===== src/rtl/dma_arbiter.sv =====
// Two-requester DMA burst arbiter: grants one burst at a time and issues one DMA access per cycle.
// Optional macro DMA_ARB_RR_EN selects round-robin arbitration; without it requester 0 has fixed priority.
module dma_arbiter #(
  parameter int unsigned ADDR_W = 16,
  parameter int unsigned DATA_W = 16,
  parameter int unsigned LEN_W  = 8
) (
  input  logic              clk,
  input  logic              reset,
  input  logic              req0,
  input  logic              req1,
  input  logic              rw0,
  input  logic              rw1,
  input  logic [ADDR_W-1:0] addr0,
  input  logic [ADDR_W-1:0] addr1,
  input  logic [LEN_W-1:0]  len0,
  input  logic [LEN_W-1:0]  len1,
  input  logic [DATA_W-1:0] wdata0,
  input  logic [DATA_W-1:0] wdata1,
  output logic              beat0,
  output logic              beat1,
  output logic              done0,
  output logic              done1,
  output logic              dma_enable,
  output logic              dma_rw,
  output logic [ADDR_W-1:0] dma_address,
  output logic [DATA_W-1:0] dma_input_data,
  output logic              busy
);

  localparam logic [1:0] S_IDLE = 2'd0;
  localparam logic [1:0] S_XFER = 2'd1;
  localparam logic [1:0] S_DONE = 2'd2;

  logic [1:0]        state_q, state_d;
  logic              gnt_q, gnt_d;
  logic              rw_q, rw_d;
  logic [ADDR_W-1:0] addr_q, addr_d;
  logic [LEN_W-1:0]  len_q, len_d;
  logic [LEN_W-1:0]  idx_q, idx_d;
  logic              win;
  logic              gnt_req;
`ifdef DMA_ARB_RR_EN
  logic              last_q, last_d;
`endif

  // Next-state and output decode; outputs follow the registered state, wdata passes straight through.
  always_comb begin
    state_d        = state_q;
    gnt_d          = gnt_q;
    rw_d           = rw_q;
    addr_d         = addr_q;
    len_d          = len_q;
    idx_d          = idx_q;
`ifdef DMA_ARB_RR_EN
    last_d         = last_q;
    win            = (req0 && req1) ? ~last_q : req1;
`else
    win            = ~req0;
`endif
    gnt_req        = gnt_q ? req1 : req0;
    beat0          = 1'b0;
    beat1          = 1'b0;
    done0          = 1'b0;
    done1          = 1'b0;
    dma_enable     = 1'b0;
    dma_rw         = 1'b0;
    dma_address    = '0;
    dma_input_data = '0;
    busy           = (state_q != S_IDLE);

    case (state_q)
      S_IDLE: begin
        if (req0 || req1) begin
          gnt_d   = win;
          rw_d    = win ? rw1 : rw0;
          addr_d  = win ? addr1 : addr0;
          len_d   = win ? len1 : len0;
          idx_d   = '0;
          state_d = ((win ? len1 : len0) == '0) ? S_DONE : S_XFER;
`ifdef DMA_ARB_RR_EN
          last_d  = win;
`endif
        end
      end
      S_XFER: begin
        dma_enable     = 1'b1;
        dma_rw         = rw_q;
        dma_address    = ADDR_W'(addr_q + ADDR_W'(idx_q));
        dma_input_data = gnt_q ? wdata1 : wdata0;
        beat0          = ~gnt_q;
        beat1          = gnt_q;
        idx_d          = LEN_W'(idx_q + LEN_W'(1));
        // A dropped request still gets this beat, then the burst closes.
        if (!gnt_req || (idx_q == LEN_W'(len_q - LEN_W'(1)))) begin
          state_d = S_DONE;
        end
      end
      S_DONE: begin
        done0   = ~gnt_q;
        done1   = gnt_q;
        gnt_d   = 1'b0;
        state_d = S_IDLE;
      end
      default: state_d = S_IDLE;
    endcase
  end

  always_ff @(posedge clk) begin
    if (reset) begin
      state_q <= S_IDLE;
      gnt_q   <= 1'b0;
      rw_q    <= 1'b0;
      addr_q  <= '0;
      len_q   <= '0;
      idx_q   <= '0;
`ifdef DMA_ARB_RR_EN
      last_q  <= 1'b1;
`endif
    end else begin
      state_q <= state_d;
      gnt_q   <= gnt_d;
      rw_q    <= rw_d;
      addr_q  <= addr_d;
      len_q   <= len_d;
      idx_q   <= idx_d;
`ifdef DMA_ARB_RR_EN
      last_q  <= last_d;
`endif
    end
  end

endmodule


===== config.mk =====
export PLATFORM = sky130hd
export DESIGN_NAME = dma_arbiter
export DESIGN_NICKNAME = d
export VERILOG_FILES = /design/src/rtl/dma_arbiter.sv
export SDC_FILE = /design/constraint.sdc
export NUM_CORES = 1
export LEC_CHECK = 0
export ABC_AREA = 1
export BUFFER_PORTS_ARGS = -buffer_cell sky130_fd_sc_hd__buf_2
export CAP_MARGIN = 30
export CORE_AREA = 2 2 86 88
export CTS_CLUSTER_SIZE = 16
export DETAILED_ROUTE_END_ITERATION = 10
export DIE_AREA = 0 0 88 90
export GPL_ROUTABILITY_DRIVEN = 0
export HOLD_SLACK_MARGIN = 0.12
export PLACE_DENSITY = 0.71
export REMOVE_ABC_BUFFERS = 1
export SLEW_MARGIN = 10
export SYNTH_ARGS = -nofsm -noshare
export SYNTH_HDL_FRONTEND = slang
export SYNTH_SLANG_ARGS = --single-unit

===== constraint.sdc =====
create_clock -name clk -period 1.5 [get_ports clk]
set_input_delay 0.075 -clock clk [delete_from_list [all_inputs] [get_ports clk]]
set_output_delay 0.075 -clock clk [all_outputs]
set_load 0.03 [all_outputs]

# Yosys cells after proc, flatten, opt, wreduce, memory -nomap -nowiden

Cells that the tools add are included.

Add/sub/neg operators: 3
Equal/unequal tests: 5
Multiplexer cells: 21
Bitwise logic cells: 2
Reduce and logical (&&, ||, !) cells: 12

Operator list:

| operator                                                              | count |
|---|---|
| 16-bit two-way mux                                                    | 4 |
| 16-bit by 8-bit adder with 16-bit output                              | 1 |
| 8-bit two-way mux                                                     | 2 |
| 8-bit one-hot mux with 2 select lines                                 | 1 |
| 1-bit two-way mux                                                     | 9 |
| 8-bit by 1-bit adder with 8-bit output, second input constant         | 1 |
| 8-bit equality test                                                   | 1 |
| 8-bit logical NOT                                                     | 1 |
| 2-bit AND reduction                                                   | 4 |
| 8-bit by 1-bit subtractor with 8-bit output, second input constant    | 1 |
| 2-bit two-way mux                                                     | 3 |
| 2-bit nonzero test                                                    | 3 |
| 2-bit inequality test, second input constant                          | 2 |
| 2-bit one-hot mux with 2 select lines                                 | 1 |
| 2-bit by 1-bit equality test with 1-bit output, second input constant | 1 |
| 2-bit equality test, second input constant                            | 1 |
| 2-bit logical NOT                                                     | 1 |
| 1-bit logical OR                                                      | 2 |
| 1-bit NOT                                                             | 2 |
| 1-bit one-hot mux with 2 select lines                                 | 1 |
| 1-bit logical NOT                                                     | 1 |

Bits in registers: 36
Input port bits: 86
Output and inout bits: 39
Word-level logic and storage cells: 49

# Depth between registers and ports, before layout

Gate-level depths: netlist of the first run.

Depth in word-level cells: 5
Depth in mapped cells: 13
Depth with buffers taken out: 13

# Worst setup path before layout of the first run

No wires, ideal clock.

Path type: flip-flop to output port
Start point: register idx_q[0]
End point: output port dma_address[12]
Data arrival time: 2.129 ns
Data required time: 1.425 ns
Slack: -0.704 ns
Cell stages (with the launch flop): 10
Path buffers: 0
Cell sequence: dfxtp_1 -> ha_1 -> fa_1 -> nand3_1 -> nand3_1 -> nand2_1 -> nand2_1 -> nand2_1 -> nor3_1 -> nor3_1

Cells in the longest elaborated chain, start to end: 2

RTL lines:

| item                                     | line | RTL |
|---|---|---|
| from (decl)                              | 40   | `logic [LEN_W-1:0] idx_q, idx_d;` |
| from (signal assigned)                   | 126  | `idx_q <= idx_d;` |
| 16-bit by 8-bit adder with 16-bit output | 89   | `dma_address = ADDR_W'(addr_q + ADDR_W'(idx_q));` |
| 16-bit two-way mux                       | 72   | `case (state_q)` |
| to (decl)                                | 26   | `output logic [ADDR_W-1:0] dma_address,` |

Every way passes these cells.

# Worst setup path after layout of the first run

Start point: register idx_q[0]
End point: output port dma_address[10]

Same word-level chain as after synthesis.

==> metrics.txt, run 1 <==
status complete, but fails checks; failing checks negative setup slack; vias in the first global route 3624; Slew Limit Fails 0; area grow syn2layout 91.5%; Detailed Place HPWL 6630 µm; Slew @ Worst Pin 0.298 ns; initial antenna violation count 0; 1st-iter DRT viols 197; Tcrit/Tclk final 140%; critical path peak fanout 6; I/O pin cnt 125; Sink Count 36; CTS Buf Count 5; input/output buffers 124; Worst setup SP type flop; Leak 0.00249 µW; worst ir drop on vdd 0.000456 V; pwr dens 755 nW/µm²; setup ws final -0.599 ns; Crit Path Category flop to output port; setup violators final 38; max_cap viols 0; post-synthesis sequential area ratio 26.3%; antenna cells 0; Layout Nets 755; final cell count without fillers 757; Hold/Removal Path Class input port to flop; CP endpoint kind output port; Avg Cell Area, Syn 6.32 µm²; Total GRT Usage 25.9%; commonest cells after routing, fill and taps aside nand2_1 (113), buf_2 (89), buf_4 (51), buf_6 (48), inv_1 (36); CP arrival 2.02 ns; area of the die 7920 µm²; Die Span X 88 µm; fmax 0.476 GHz; clk_skew 0.00379 ns; Core Rows 31; relative slew slack 80.1%; r2r endpoint idx_q[2]; hold path start len1[0]; Routed Wire Length 11900 µm; Max clock buf depth 2; register bit total from synthesis 36; antenna-violating nets left 0; fraction of layout cells with a size suffix above 1 47.1%; Tmin final 2.10 ns; Reg2Reg Launch Point state_q[0]; DIE HEIGHT 90 µm; Post-route DRC 0; pin count of the biggest net entering global routing 27; clock root buffer clkbuf_8; Syn Inst Count 434; Worst Reg-to-Reg Cells 10; Fill cells 473; r2r setup slk -0.03 ns; post-synth cell types 35; routed len/inst 15.7 µm; core area 7020 µm²; final core occ 74.8%; WP data required 1.42 ns; mapped cell area 2740 µm²; warnings from Yosys 0; Worst Hold Depth 3; commonest non-fill, non-tap cell in the layout nand2_1; CTS tree yes; gr ovfl total 0; CTS clk-pin slew, worst paths 0.08 ns; via count 3972; H-tree levels 2; first-pass GRT wire length 16500 µm; unrepaired setup endpoints after global routing yes; later-pin clock latency in the skew report 0.30 ns; Starting Density 39.1%; endpoints failing hold 0; Vias per Instance 5.25; Hold Path Sink len_q[0]; DP Cell Count 677; DRT Pass-1 Iters 5
[how the worst max path moves through the flow]
| stage | start | end | slack [ns] |
|---|---|---|---|
| global route | addr_q[1] | dma_address[5] | -0.63 |
| floorplan | state_q[1] | len_q[2] | -1.10 |
| global placement | addr_q[0] | dma_address[14] | -0.48 |
| finish | idx_q[0] | dma_address[10] | -0.60 |
| detailed placement | addr_q[0] | dma_address[14] | -0.48 |
| CTS | idx_q[0] | dma_address[14] | -0.55 |
[stage by stage]
step | setup WS [ns] | setup TNS (ns) | hold WS [ns] | total power (µW) | instance area [µm²]
finish | -0.599 | -10.50 | 0.135 | 3960 | 5250
CTS | -0.548 | -8.03 | 0.142 | 3520 | 4780
global placement | -0.476 | -3.36 | 0.341 | 2470 | 3720
global route | -0.631 | -13.29 | 0.159 | 4160 | 5250
floorplan | -1.10 | -41.97 | 0.141 | 1980 | 2640
detailed placement | -0.482 | -3.61 | 0.349 | 2500 | 3720
[sequential cells by signal, indices dropped and copies added, names as in the netlist]
name,cells
addr_q,16
idx_q,8
len_q,8
state_q,2
gnt_q,1
rw_q,1
[where the power goes]
group	internal (µW)	total [µW]	switching (µW)
sequential	1070	1190	115
clock	316	698	382
combinational	985	2080	1090
[kinds of logic (layout without fill, tap and decap cells)]
group,count (synthesis),count (layout),share of synthesized area (%)
AO/OA/AOI/OAI,117,117,26.0
XOR/XNOR,5,5,1.60
adder cells (fa/ha/maj),11,11,5.29
buffers and inverters,63,287,9.99
flip-flops,36,36,26.3
AND/OR/NAND/NOR,202,202,30.9
[cell type report]
| class | instances | area (µm²) | area share, % |
|---|---|---|---|
| multi-input combinational | 335 | 2160 | 41.2 |
| timing repair buffer | 234 | 1950 | 37.2 |
| sequential | 36 | 754 | 14.4 |
| inverter | 46 | 180 | 3.43 |
| tap | 99 | 124 | 2.36 |
| clock buffer | 6 | 72.6 | 1.38 |
| clock inverter | 1 | 5.00 | 0.0953 |
[Yosys cell counts]
library cell | count | share of area, %
nor2_4 | 3 | 1.2
o21ai_0 | 36 | 6.6
inv_1 | 41 | 5.6
dfxtp_1 | 36 | 26
nor2_1 | 39 | 5.3
buf_1 | 1 | 0.14
o22ai_1 | 1 | 0.23
ha_1 | 10 | 4.6
a221oi_2 | 2 | 1.1
xor2_1 | 4 | 1.3
buf_2 | 6 | 1.1
nand3b_1 | 2 | 0.55
a22o_1 | 16 | 5.1
a211oi_1 | 5 | 1.4
o211ai_1 | 1 | 0.27
nand2_1 | 127 | 17
nor2_2 | 1 | 0.23
nor3_1 | 6 | 1.1
clkinv_1 | 1 | 0.14
fa_1 | 1 | 0.73
a31oi_1 | 17 | 3.9
nand3_1 | 20 | 3.6
xnor2_1 | 1 | 0.32
buf_6 | 3 | 1.2
a21oi_1 | 31 | 5.7
clkbuf_1 | 5 | 0.68
o21a_1 | 1 | 0.27
buf_4 | 2 | 0.55
nor3b_2 | 1 | 0.46
a21o_1 | 1 | 0.27
inv_2 | 4 | 0.55
a21oi_2 | 1 | 0.32
o21ai_1 | 5 | 0.91
nor3_2 | 2 | 0.73
nand4_1 | 1 | 0.23
[repair_timing]
| item | CTS | global route |
|---|---|---|
| endpoints found under the setup margin | 34 | 47 |
| hold buffers | 35 | 0 |
| buffers inserted | 16 | 21 |
| hold endpoints to repair | 18 | 0 |
| gates cloned | 3 | 2 |
| gates resized for setup | 135 | 108 |
| pin swaps | 30 | 43 |
[routing by layer]
| metal | GRT usage, % | share of wire (%) | vias to the layer above |
|---|---|---|---|
| li1 | - | - | 1904 |
| met1 | 29.7 | 37 | 1863 |
| met2 | 45.4 | 53 | 173 |
| met3 | 5.05 | 6.6 | 32 |
| met4 | 11.8 | 3.2 | 0 |
| met5 | 0 | 0 | - |
[critical path, cell delays in order, from the launching register on]
cell and delay, ns:
dfxtp_4 0.36, ha_4 0.17, fa_2 0.37, nand3_2 0.10
nand3_4 0.09, nand2_4 0.07, nand2_4 0.05, nand2_4 0.09
o21ai_1 0.06, a21oi_1 0.16, buf_4 0.19
No activity file was read; power rests on OpenSTA's default activity.
==> inputs of run 2 (changes only) <==
TNS_END_PERCENT = 10   (was unset)
==> metrics.txt, run 2 (synthesis results as in run 1) <==
Detailed Place HPWL 6630 µm; clock power share 19.9%; Leak 0.00218 µW; endpoints failing hold 0; DRT Pass-1 Iters 4; status complete, but fails checks; initial antenna violation count 0; input/output buffers 124; Worst path most repeated cell nand2_4; total power 3470 µW; Hold/Removal Path Class input port to flop; met3 Usage GRT 4.78%; antenna cells 0; failing checks negative setup slack; Sink Count 36; first-pass GRT wire length 15200 µm; Total GRT Usage 23.7%; met1 Resource Use GR 28.7%; gr ovfl total 0; routed len/inst 13.2 µm; pin count of the biggest net entering global routing 27; later-pin clock latency in the skew report 0.30 ns; fmax 0.477 GHz; pwr dens 756 nW/µm²; Slew Limit Fails 0; Starting Density 39.1%; largest stage delay on the critical path 0.36 ns; vias in the first global route 3356; Crit Path Category flop to output port; Slowest-stage cell, CP dfxtp_4; fraction of layout cells with a size suffix above 1 38.3%; clock root buffer clkbuf_8; relative slew slack 80.7%; Slew @ Worst Pin 0.287 ns; max reg flops 16; WP data required 1.42 ns; Pint 2100 µW; CTS tree yes; core area 7020 µm²; WHS 0.133 ns; Vias per Instance 5.02; biggest regs addr_q: 16 flops, idx_q: 8 flops, len_q: 8 flops; commonest non-fill, non-tap cell in the layout nand2_1; Post-Place Setup Slack -0.482 ns; Worst setup SP type flop; Tcrit/Tclk final 140%; worst ir drop on vdd 0.000389 V; commonest cells after routing, fill and taps aside nand2_1 (118), buf_2 (91), buf_4 (48), inv_1 (39), dlygate4sd3_1 (35); Top Usage Layer GRT met2; area of the die 7920 µm²; switch share 39.5%; Routed Wire Length 9510 µm; via count 3616; 1st-iter DRT viols 115; CTS Buf Count 5; sequential share of power 34.1%; setup violators final 31; Largest Register addr_q; DP Cell Count 677; DIE HEIGHT 90 µm; setup ws final -0.597 ns; Max clock buf depth 2; critical path peak fanout 6; Post-DP Area 3720 µm²; antenna-violating nets left 0; area grow syn2layout 67.4%; CP endpoint kind output port; clk_skew 0.00307 ns; GR Layer Usage met2 40.3%; Die Span X 88 µm; Combinational Power Share 46.0%; CP arrival 2.02 ns; CTS clk-pin slew, worst paths 0.08 ns; final cell count without fillers 721; I/O pin cnt 125; worst-path cell chain ha_4, fa_2, nand3_2, nand3_4, nand2_4, nand2_4, nand2_4, nor3_2, nor3_1, buf_4; max_cap viols 0; fin area 4590 µm²; Tmin final 2.10 ns; Core Rows 31; Psw 1370 µW; H-tree levels 2; Post-route DRC 0; unrepaired setup endpoints after global routing yes; Layout Nets 719
run 2: cell type report:
type / count / area, µm²
Tap cell: 99 / 124
Clock inverter: 1 / 5.00
Clock buffer: 6 / 72.6
Sequential cell: 36 / 742
Fill cell: 599 / 2430
Timing Repair Buffer: 198 / 1480
Multi-Input combinational cell: 335 / 2000
Inverter: 46 / 175
run 2: path summary, 6_finish.rpt:
path                            slack, ns              end      from  cells past startpoint
worst max-delay path                -0.60  dma_address[14]  idx_q[0]                     10
worst min-delay path                 0.13       state_q[1]      req1                      4
worst max register to register       0.07       state_q[0]  len_q[1]                     13
worst min register to register       0.48         len_q[7]  len_q[7]                      2
run 2: layer usage:
metal	up-vias	share of wire [%]
met5	-	0
met1	1634	41
met2	128	50
met3	18	6.3
li1	1836	-
met4	0	2.8
run 2: power groups by stage:
stage	logic (µW)	registers [µW]	clock network (µW)
2_1_floorplan	822	1160	0
5_1_grt	1760	1200	732
4_1_cts	1530	1170	690
3_3_place_gp	1300	1170	0
6_report	1590	1180	692
3_5_place_dp	1330	1170	0
run 2: worst max-delay path: cells and delay by family, from the launching register on:
kind | cells | cell delay [ns]
DFF | 1 | 0.36
adders and majority gates | 2 | 0.51
buffers and inverters | 1 | 0.20
and+or+nand+nor | 7 | 0.64
run 2: through the flow:
step | TNS (ns) | util (%)
floorplan | -41.97 | -
global placement | -3.36 | 52.9
detailed placement | -3.61 | 52.9
CTS | -7.99 | 63.2
global route | -11.03 | 65.4
finish | -8.08 | 65.4
run 2: timing repair:
| item | 4_1_cts | 5_1_grt |
|---|---|---|
| hold endpoints to repair | 18 | 0 |
| hold buffers | 35 | 0 |
| setup endpoints to repair | 34 | 37 |
| setup buffers | 0 | 2 |
| pin swaps | 12 | 10 |
| resized for setup | 88 | 38 |
